**src/rtl/serial_adder_ctrl.sv**
```systemverilog
// -----------------------------------------------------------------------------
// serial_adder_ctrl
//   Bit-serial adder: one shared full-adder cell (two half adders plus an OR)
//   adds two WIDTH-bit operands LSB first, one bit per clock. Operands are
//   accepted with a valid/ready handshake and the result is offered with a
//   valid/ready handshake; one operation is in flight at a time.
//
// Ports
//   clk        rising-edge clock
//   rst        asynchronous reset, active high
//   in_valid   operand request
//   in_ready   block can accept operands (IDLE and not in reset)
//   a, b       operands, WIDTH bits
//   cin        carry-in
//   out_valid  result available (registered)
//   out_ready  consumer takes result
//   sum        result, WIDTH bits (registered)
//   cout       final carry-out (registered)
//   busy       operation in progress or result waiting
// -----------------------------------------------------------------------------

module half_adder (
    input  logic a,
    input  logic b,
    output logic s,
    output logic c
);

    assign s = a ^ b;
    assign c = a & b;

endmodule

module serial_adder_ctrl #(
    parameter int WIDTH = 8
) (
    input  logic             clk,
    input  logic             rst,
    input  logic             in_valid,
    output logic             in_ready,
    input  logic [WIDTH-1:0] a,
    input  logic [WIDTH-1:0] b,
    input  logic             cin,
    output logic             out_valid,
    input  logic             out_ready,
    output logic [WIDTH-1:0] sum,
    output logic             cout,
    output logic             busy
);

    localparam int               CNT_W    = $clog2(WIDTH + 1);
    localparam logic [CNT_W-1:0] LAST_CNT = CNT_W'(WIDTH - 32'sd1);
    localparam logic [CNT_W-1:0] CNT_ONE  = CNT_W'(32'd1);

    typedef enum logic [1:0] {
        ST_IDLE = 2'd0,
        ST_RUN  = 2'd1,
        ST_DONE = 2'd2
    } state_t;

    state_t           state_r;
    logic [WIDTH-1:0] sa_r;
    logic [WIDTH-1:0] sb_r;
    logic [WIDTH-1:0] sum_r;
    logic [CNT_W-1:0] cnt_r;
    logic             carry_r;
    logic             cout_r;
    logic             out_valid_r;

    logic             prop_s;
    logic             gen0_s;
    logic             gen1_s;
    logic             bit_sum_s;
    logic             carry_next_s;
    logic [WIDTH-1:0] sum_shift_s;

    // Shared full-adder cell: first half adder combines the operand bits,
    // second folds in the running carry.
    half_adder u_ha_op (
        .a (sa_r[0]),
        .b (sb_r[0]),
        .s (prop_s),
        .c (gen0_s)
    );

    half_adder u_ha_carry (
        .a (prop_s),
        .b (carry_r),
        .s (bit_sum_s),
        .c (gen1_s)
    );

    assign carry_next_s = gen0_s | gen1_s;

    // New sum bit enters at the MSB so that after WIDTH shifts the first
    // (LSB) bit has travelled down to bit 0.
    generate
        if (WIDTH == 1) begin : g_sum_w1
            assign sum_shift_s = bit_sum_s;
        end else begin : g_sum_wn
            assign sum_shift_s = {bit_sum_s, sum_r[WIDTH-1:1]};
        end
    endgenerate

    assign in_ready  = (state_r == ST_IDLE) & ~rst;
    assign busy      = (state_r != ST_IDLE);
    assign out_valid = out_valid_r;
    assign sum       = sum_r;
    assign cout      = cout_r;

    // Controller FSM with operand shifters, carry flop, bit counter and result registers.
    always_ff @(posedge clk or posedge rst) begin
        if (rst) begin
            state_r     <= ST_IDLE;
            sa_r        <= {WIDTH{1'b0}};
            sb_r        <= {WIDTH{1'b0}};
            sum_r       <= {WIDTH{1'b0}};
            cnt_r       <= {CNT_W{1'b0}};
            carry_r     <= 1'b0;
            cout_r      <= 1'b0;
            out_valid_r <= 1'b0;
        end else begin
            case (state_r)
                ST_IDLE: begin
                    if (in_valid) begin
                        sa_r    <= a;
                        sb_r    <= b;
                        carry_r <= cin;
                        cnt_r   <= {CNT_W{1'b0}};
                        sum_r   <= {WIDTH{1'b0}};
                        state_r <= ST_RUN;
                    end else begin
                        state_r <= ST_IDLE;
                    end
                end
                ST_RUN: begin
                    sa_r    <= sa_r >> 1'b1;
                    sb_r    <= sb_r >> 1'b1;
                    sum_r   <= sum_shift_s;
                    carry_r <= carry_next_s;
                    // Counter holds on the final bit so it never exceeds WIDTH-1.
                    if (cnt_r == LAST_CNT) begin
                        state_r     <= ST_DONE;
                        cout_r      <= carry_next_s;
                        out_valid_r <= 1'b1;
                    end else begin
                        cnt_r <= cnt_r + CNT_ONE;
                    end
                end
                ST_DONE: begin
                    if (out_ready) begin
                        out_valid_r <= 1'b0;
                        state_r     <= ST_IDLE;
                    end else begin
                        out_valid_r <= 1'b1;
                    end
                end
                default: begin
                    out_valid_r <= 1'b0;
                    state_r     <= ST_IDLE;
                end
            endcase
        end
    end

endmodule

```
**config.mk**
```make
export PLATFORM = sky130hd
export DESIGN_NAME = serial_adder_ctrl
export DESIGN_NICKNAME = d
export VERILOG_FILES = /design/src/rtl/serial_adder_ctrl.sv
export SDC_FILE = /design/constraint.sdc
export NUM_CORES = 1
export LEC_CHECK = 0
export CORE_ASPECT_RATIO = 1.1
export CORE_UTILIZATION = 40
export CTS_CLUSTER_DIAMETER = 30
export CTS_CLUSTER_SIZE = 40
export DETAILED_ROUTE_END_ITERATION = 12
export PLACE_DENSITY = 0.71
export RECOVER_POWER = 50
export SETUP_SLACK_MARGIN = 0.05
export SLEW_MARGIN = 20
export SYNTH_ARGS = -nofsm -noshare
export SYNTH_HDL_FRONTEND = slang
export SYNTH_SLANG_ARGS = --single-unit
```
**constraint.sdc**
```tcl
create_clock -name clk -period 1.53 [get_ports clk]
set_clock_uncertainty 0.15 [all_clocks]
set_input_delay 0.459 -clock clk [delete_from_list [all_inputs] [get_ports clk]]
set_output_delay 0.459 -clock clk [all_outputs]
set_load 0.03 [all_outputs]
```
# Yosys cells after proc, flatten, opt, wreduce, memory -nomap -nowiden
# Cells that the tools add are included.
word_totals:
  out_inout_bits: 12
  elab_cells: 50
  input_bits: 21
  reg_bits: 33
op_classes:
  mux: 18
  bitwise_logic: 8
  eq_ne: 7
  reduce_logical: 8
  addsub: 1
ops:
  columns: ["op", "n"]
  rows:
  - ["one-hot mux 8 bit (2 select lines)", 3]
  - ["2-to-1 mux 8 bit", 3]
  - ["2-to-1 mux 4 bit", 2]
  - ["!= test 2 bit (second input constant)", 4]
  - ["one-hot mux 4 bit (2 select lines)", 1]
  - ["AND reduction 2 bit", 4]
  - ["one-hot mux 2 bit (3 select lines)", 1]
  - ["adder 4 x 1 -> 4 bit (second input constant)", 1]
  - ["== test 4 x 3 -> 1 bit (second input constant)", 1]
  - ["2-to-1 mux 1 bit", 4]
  - ["2-to-1 mux 2 bit", 2]
  - ["nonzero test 2 bit", 2]
  - ["AND 1 bit", 3]
  - ["one-hot mux 1 bit (3 select lines)", 1]
  - ["AND reduction 3 bit", 1]
  - ["== test 2 x 1 -> 1 bit (second input constant)", 1]
  - ["== test 2 bit (second input constant)", 1]
  - ["zero test 2 bit", 1]
  - ["inverter 1 bit", 2]
  - ["one-hot mux 1 bit (2 select lines)", 1]
  - ["bitwise XOR 1 bit", 2]
  - ["OR 1 bit", 1]

# Depth between registers and ports, before layout
logic_depth:
  depth_word: 4
  mapped_depth: 7
  ltp_nobuf: 6

# Cells and area by module
# From an unflattened synthesis, not the netlist that was laid out.
hier_totals:
  cells_unflattened: 160
  area_unflattened_um2: 1627.8
modules_own_cells:
  columns: ["mod", "seq_area_each_um2", "cells_per_inst", "instances", "area_per_inst_um2"]
  rows:
  - ["serial_adder_ctrl", 825.8, 158, 1, 1602.8]
  - ["half_adder", 0.0, 1, 2, 12.5]

# Least setup slack after synthesis
# Ideal clock, no wire load.
synth_timing:
  path_kind: "register to output"
  from: "reg state_r[0]"
  to: "out in_ready"
  arrival_ps: 1419
  path_slack_ps: -498
  stages_incl_launch_ff: 5
  path_buffers: 0
  required_time_ps: 921
  path_cell_list: "dfrtp_1 > inv_1 > ha_1 > inv_1 > nor2_1"
synth_between:
  elab_chain_cells: 2
synth_rtl:
  columns: ["element", "line_no", "text"]
  rows:
  - ["from (decl)", "61", "state_t state_r;"]
  - ["from (signal assigned)", "114", "state_r <= ST_IDLE;"]
  - ["from (signal assigned)", "131", "state_r <= ST_RUN;"]
  - ["from (signal assigned)", "133", "state_r <= ST_IDLE;"]
  - ["zero test 2 bit", "105", "assign in_ready = (state_r == ST_IDLE) & ~rst;"]
  - ["AND 1 bit", "105", null]
  - ["to (decl)", "40", "output logic in_ready,"]
# Every way passes these cells.

# Worst setup path after layout
layout_timing:
  from: "reg state_r[0]"
  to: "reg sum_r[3] (netlist: sum[3])"
layout_between:
  elab_chain_cells: 3
  word_cells_on_any_way: 6
  classes_between: "eq/ne (2); mux (1); reduce/logical (3)"
layout_rtl:
  columns: ["element", "line_no", "text"]
  rows:
  - ["== test 2 x 1 -> 1 bit / zero test 2 bit (equally long branches)", "123", "case (state_r)"]
  - ["nonzero test 2 bit (no source line) / != test 2 bit (equally long branches)", null, null]
  - ["AND reduction 2 bit (no source line)", null, null]
  - ["to (signal assigned)", "117", "sum_r <= {WIDTH{1'b0}};"]
  - ["to (signal assigned)", "130", "sum_r <= {WIDTH{1'b0}};"]
  - ["to (signal assigned)", "139", "sum_r <= sum_shift_s;"]
  - ["to (decl)", "64", "logic [WIDTH-1:0] sum_r;"]
# Several ways; a longest one is shown, not always the timed one.
# A chain may end at the register's enable or synchronous reset.

==> run summary <==
The wire length of the first global-routing pass came out at about 7000 um. Summing over every cut layer, the via total after detailed routing is 1587. The power per unit of standard cell area came out at 1963 mW/mm^2.

The launch point of the worst path is state_r[0]$_DFFE_PP0P_. The total clock buffers created by CTS is 5. The share of cells above drive strength 1 is 0.4858. Routability-driven placement finished with a final weighted congestion of 0.7837. The maximum frequency from static timing analysis came out at about 540 MHz. The prevailing post-synth register cell is dfrtp_1. The checks that failed: negative setup slack. After technology mapping, the gate count stands at 170. The transition at the pin with the smallest max-transition slack came out at 464.4 ps. The minimum period implied by the final worst setup slack is 1849 ps.

The routed wire length per instance came out at 17.44 um. The critical path capture point type is a register. The endpoint of the lowest-slack register-to-register path is sum[3]$_DFFE_PP0P_.

The area growth from synthesis to layout is 70.35%. After the last flow step, the layout net total stands at roughly 270. The core region is about 0.0040 mm^2. The endpoint required time on the critical path came out at 1550 ps. The number of global-route vias before repair is 1435. The share of total power in combinational logic is 0.628. The most numerous cell type found on the critical path is buf_12.

The portion of the post-synthesis area used by sequential elements came out at 0.4966. TritonCTS built the clock tree. The cell-internal power is 3341 uW. The worst-path cell with the longest stage delay is dfrtp_1. The total routed wirelength is approximately 5200 um. The post-synthesis net count came out at 197. Clock-pin slew was measured on the worst setup and hold paths at 70 ps. After detailed routing, the number of remaining DRC violations is 0. The core occupancy in the finished layout is 0.7146. By startpoint and endpoint, the worst setup path is classified as register to register. The fraction of registers with async set or reset after synthesis came out at 1.000. The largest net degree at the start of global routing came out at 34.

Counting along the longest clock path gives a buffer depth of 2. By count the netlist is led by nand2_1, dfrtp_1, o21ai_0. The number of hold buffers added after CTS came out at 0. The x dimension of the die came out at ~63 um.

Hold is met by 343.0 ps. The routed via count divided by cell count is 5.308. The max-slew violation count is 0. Of the total power, registers draw 0.258.

Synthesis inferred 33 register bits. Summed over all instances, the cell type with the most area after synthesis is dfrtp_1. Walking the worst path, the cells encountered are inv_2 -> ha_4 -> buf_6 -> nand2b_4 -> o21ai_4 -> buf_12 -> buf_12 -> buf_12 -> buf_16 -> nand2_2 -> o21ai_1. Across the run, the number of max-cap violations was 0. The power share of the clock group is 0.114. The count of yosys warnings during synthesis came out at 0. Setup repair after global routing could not meet its margin everywhere.

Along the worst path, the maximum fanout reaches 8. Yosys attributes the largest share of cell area to dfrtp_1, mux2i_1, o21ai_0, nand2_1, ha_1. The count of pins on the block boundary came out at 33. Summed over all nets, the half-perimeter wirelength after detailed placement is 2318 um. For this configuration, the core starts out at a cell density of 0.4195.

The critical path ends at sum[3]$_DFFE_PP0P_. The net switching fraction of the power came out at 0.3992. The worst hold path was traced through 2 stages. During placement, the flow inserted port buffers numbering 32. The leftover overflow at the end of global routing is 0. The total standard cell area after synthesis came out at 0.001663 mm^2. The total count of hold-check failures in the final report came to 0. The launch instance of the worst register-to-register path is state_r[0]$_DFFE_PP0P_. The area share of the leading cell type in the synthesized netlist came out at 0.4966.

The switching power total came out at 2220 uW. The overall die height is 69.63 um. The number of routed nets with antenna violations is 0. STA puts the critical path data arrival time at 1870 ps. The setup-violating endpoint count in the final report came out at 33. The number of synthesized flops with an enable pin is 0.

0 antenna diodes ended up in the layout. The depth of the worst register-to-register path is 11. The number of distinct standard cells referenced by the synthesized netlist is 30. The number of antenna violations at the first check in global routing came out at 0. The leakage power is ~0.0013 uW. In the finished design, the share of the clock period the worst path needs comes to 1.209. For the worst-skew pair, the clock arrives at the later sink with an insertion delay of between 200 and 300 ps. The number of clock sinks came out at 33. The slack of the critical path is -319.2 ps. The average cell area after synthesis is 9.781 um^2.

The stage delay of the slowest cell on the critical path came out at 390 ps. The initialized floorplan defines 24 standard-cell rows. In the post-synthesis netlist, the cell with the most instances is nand2_1. The number of detailed-route iterations in the first pass came out at 4. In this run the clock root is driven by a clkbuf_8.

Headroom to the max-slew limit came out at 0.6904. After detailed placement, the total cell area comes to 0.002096 mm^2. The run finished, with violations left.

The first routing iteration left 58 violations. The area of the die is 0.004419 mm^2. The area of all placed cells without fillers is 0.002833 mm^2. The setup check on the worst reg-to-reg path leaves a slack of -320 ps. In the global route stage, overall resource usage came out at 0.2045. The worst setup path is launched from a register. The clock tree synthesis step divided the H-tree into 2 levels. VDD sags by at most slightly below 0.9 mV.

In this run the worst hold path is classified as register to register.
per-stage QoR:
stage	power [uW]	setup WS, ps	instances	setup TNS, ps
after floorplan	2670	21.49	170	0
after global placement	3097	-309.5	259	-8296
after detailed placement	3134	-342.1	259	-8995
after CTS	4806	-256.1	289	-5317
after global routing	5842	-352.3	299	-7189
final	5561	-319.2	299	-5481
layout make-up:
class,count,area (um^2)
inverters,13,53.80
flip-flops and latches,33,825.8
multi-input cells,115,985.9
fillers,265,1131
repair buffers,78,819.5
clock buffers,6,72.57
clock inverters,2,10.01
well taps,52,65.06
sequential cells by signal (all words and copies together), names as in the netlist:
register   count
sa_r           8
state_r        2
sb_r           8
cout           1
out_valid      1
carry_r        1
sum            8
cnt_r          4
per-layer routing:
metal  wire (um)  global-route usage  vias up
met1        2055              0.2532      800
met2        2847              0.3298       48
met3         173             0.04770       13
met4         137              0.1035        0
met5           0                   0        -
li1            -                   -      726
power groups by stage:
| stage | clock (uW) | sequential [uW] | combinational (uW) |
|---|---|---|---|
| global route | 680 | 1470 | 3690 |
| CTS | 653 | 1350 | 2810 |
| finish | 632 | 1440 | 3490 |
| global placement | 0 | 1360 | 1740 |
| detailed placement | 0 | 1370 | 1760 |
| floorplan | 0 | 1380 | 1290 |
kinds of logic after synthesis:
family,share of synthesized area
AO/OA/AOI/OAI,0.1610
AND/OR/NAND/NOR,0.1264
buffers and inverters,0.07600
multiplexers,0.09029
flip-flops,0.4966
adder cells (fa/ha/maj),0.04966
how the worst min path moves through the flow:
stage,from,to
after CTS,sb_r[3]$_DFFE_PP0P_,sb_r[3]$_DFFE_PP0P_
after global routing,sa_r[6]$_DFFE_PP0P_,sa_r[6]$_DFFE_PP0P_
after floorplan,sa_r[1]$_DFFE_PP0P_,sa_r[1]$_DFFE_PP0P_
after global placement,sb_r[1]$_DFFE_PP0P_,sb_r[1]$_DFFE_PP0P_
final,sum[0]$_DFFE_PP0P_,sum[0]$_DFFE_PP0P_
after detailed placement,sb_r[3]$_DFFE_PP0P_,sb_r[3]$_DFFE_PP0P_
timing repair:
item	in CTS	in global routing
resized for setup	26	94
endpoints found under the setup margin	35	41
setup buffers	17	13
cloned	6	1
pin swaps	7	17
worst max-delay path, delay by kind of cell, from the launching register on:
| kind | cells | cell delay, ps |
|---|---|---|
| AO/OA/AOI/OAI | 2 | 140 |
| AND/OR/NAND/NOR | 2 | 140 |
| adder cells (fa/ha/maj) | 1 | 180 |
| flip-flops | 1 | 390 |
| buffers and inverters | 6 | 730 |
cell usage in the layout, fill, tap and decap left out, types with 3 or more instances in the layout:
| cell | synthesis | final |
|---|---|---|
| inv_1 | 13 | 10 |
| clkbuf_8 | 0 | 5 |
| mux2i_2 | 0 | 3 |
| o21ai_2 | 0 | 14 |
| buf_4 | 3 | 31 |
| ha_4 | 0 | 4 |
| o21ai_1 | 3 | 16 |
| buf_6 | 4 | 17 |
| dfrtp_1 | 33 | 33 |
| nor2_1 | 4 | 3 |
| mux2i_1 | 15 | 9 |
| clkdlybuf4s50_1 | 0 | 19 |
| nand2_2 | 0 | 15 |
| nand2_1 | 36 | 18 |
| buf_12 | 0 | 5 |
| nand2_4 | 0 | 3 |
| mux2i_4 | 0 | 3 |
Note: power is estimated with default switching activity, not from simulation.
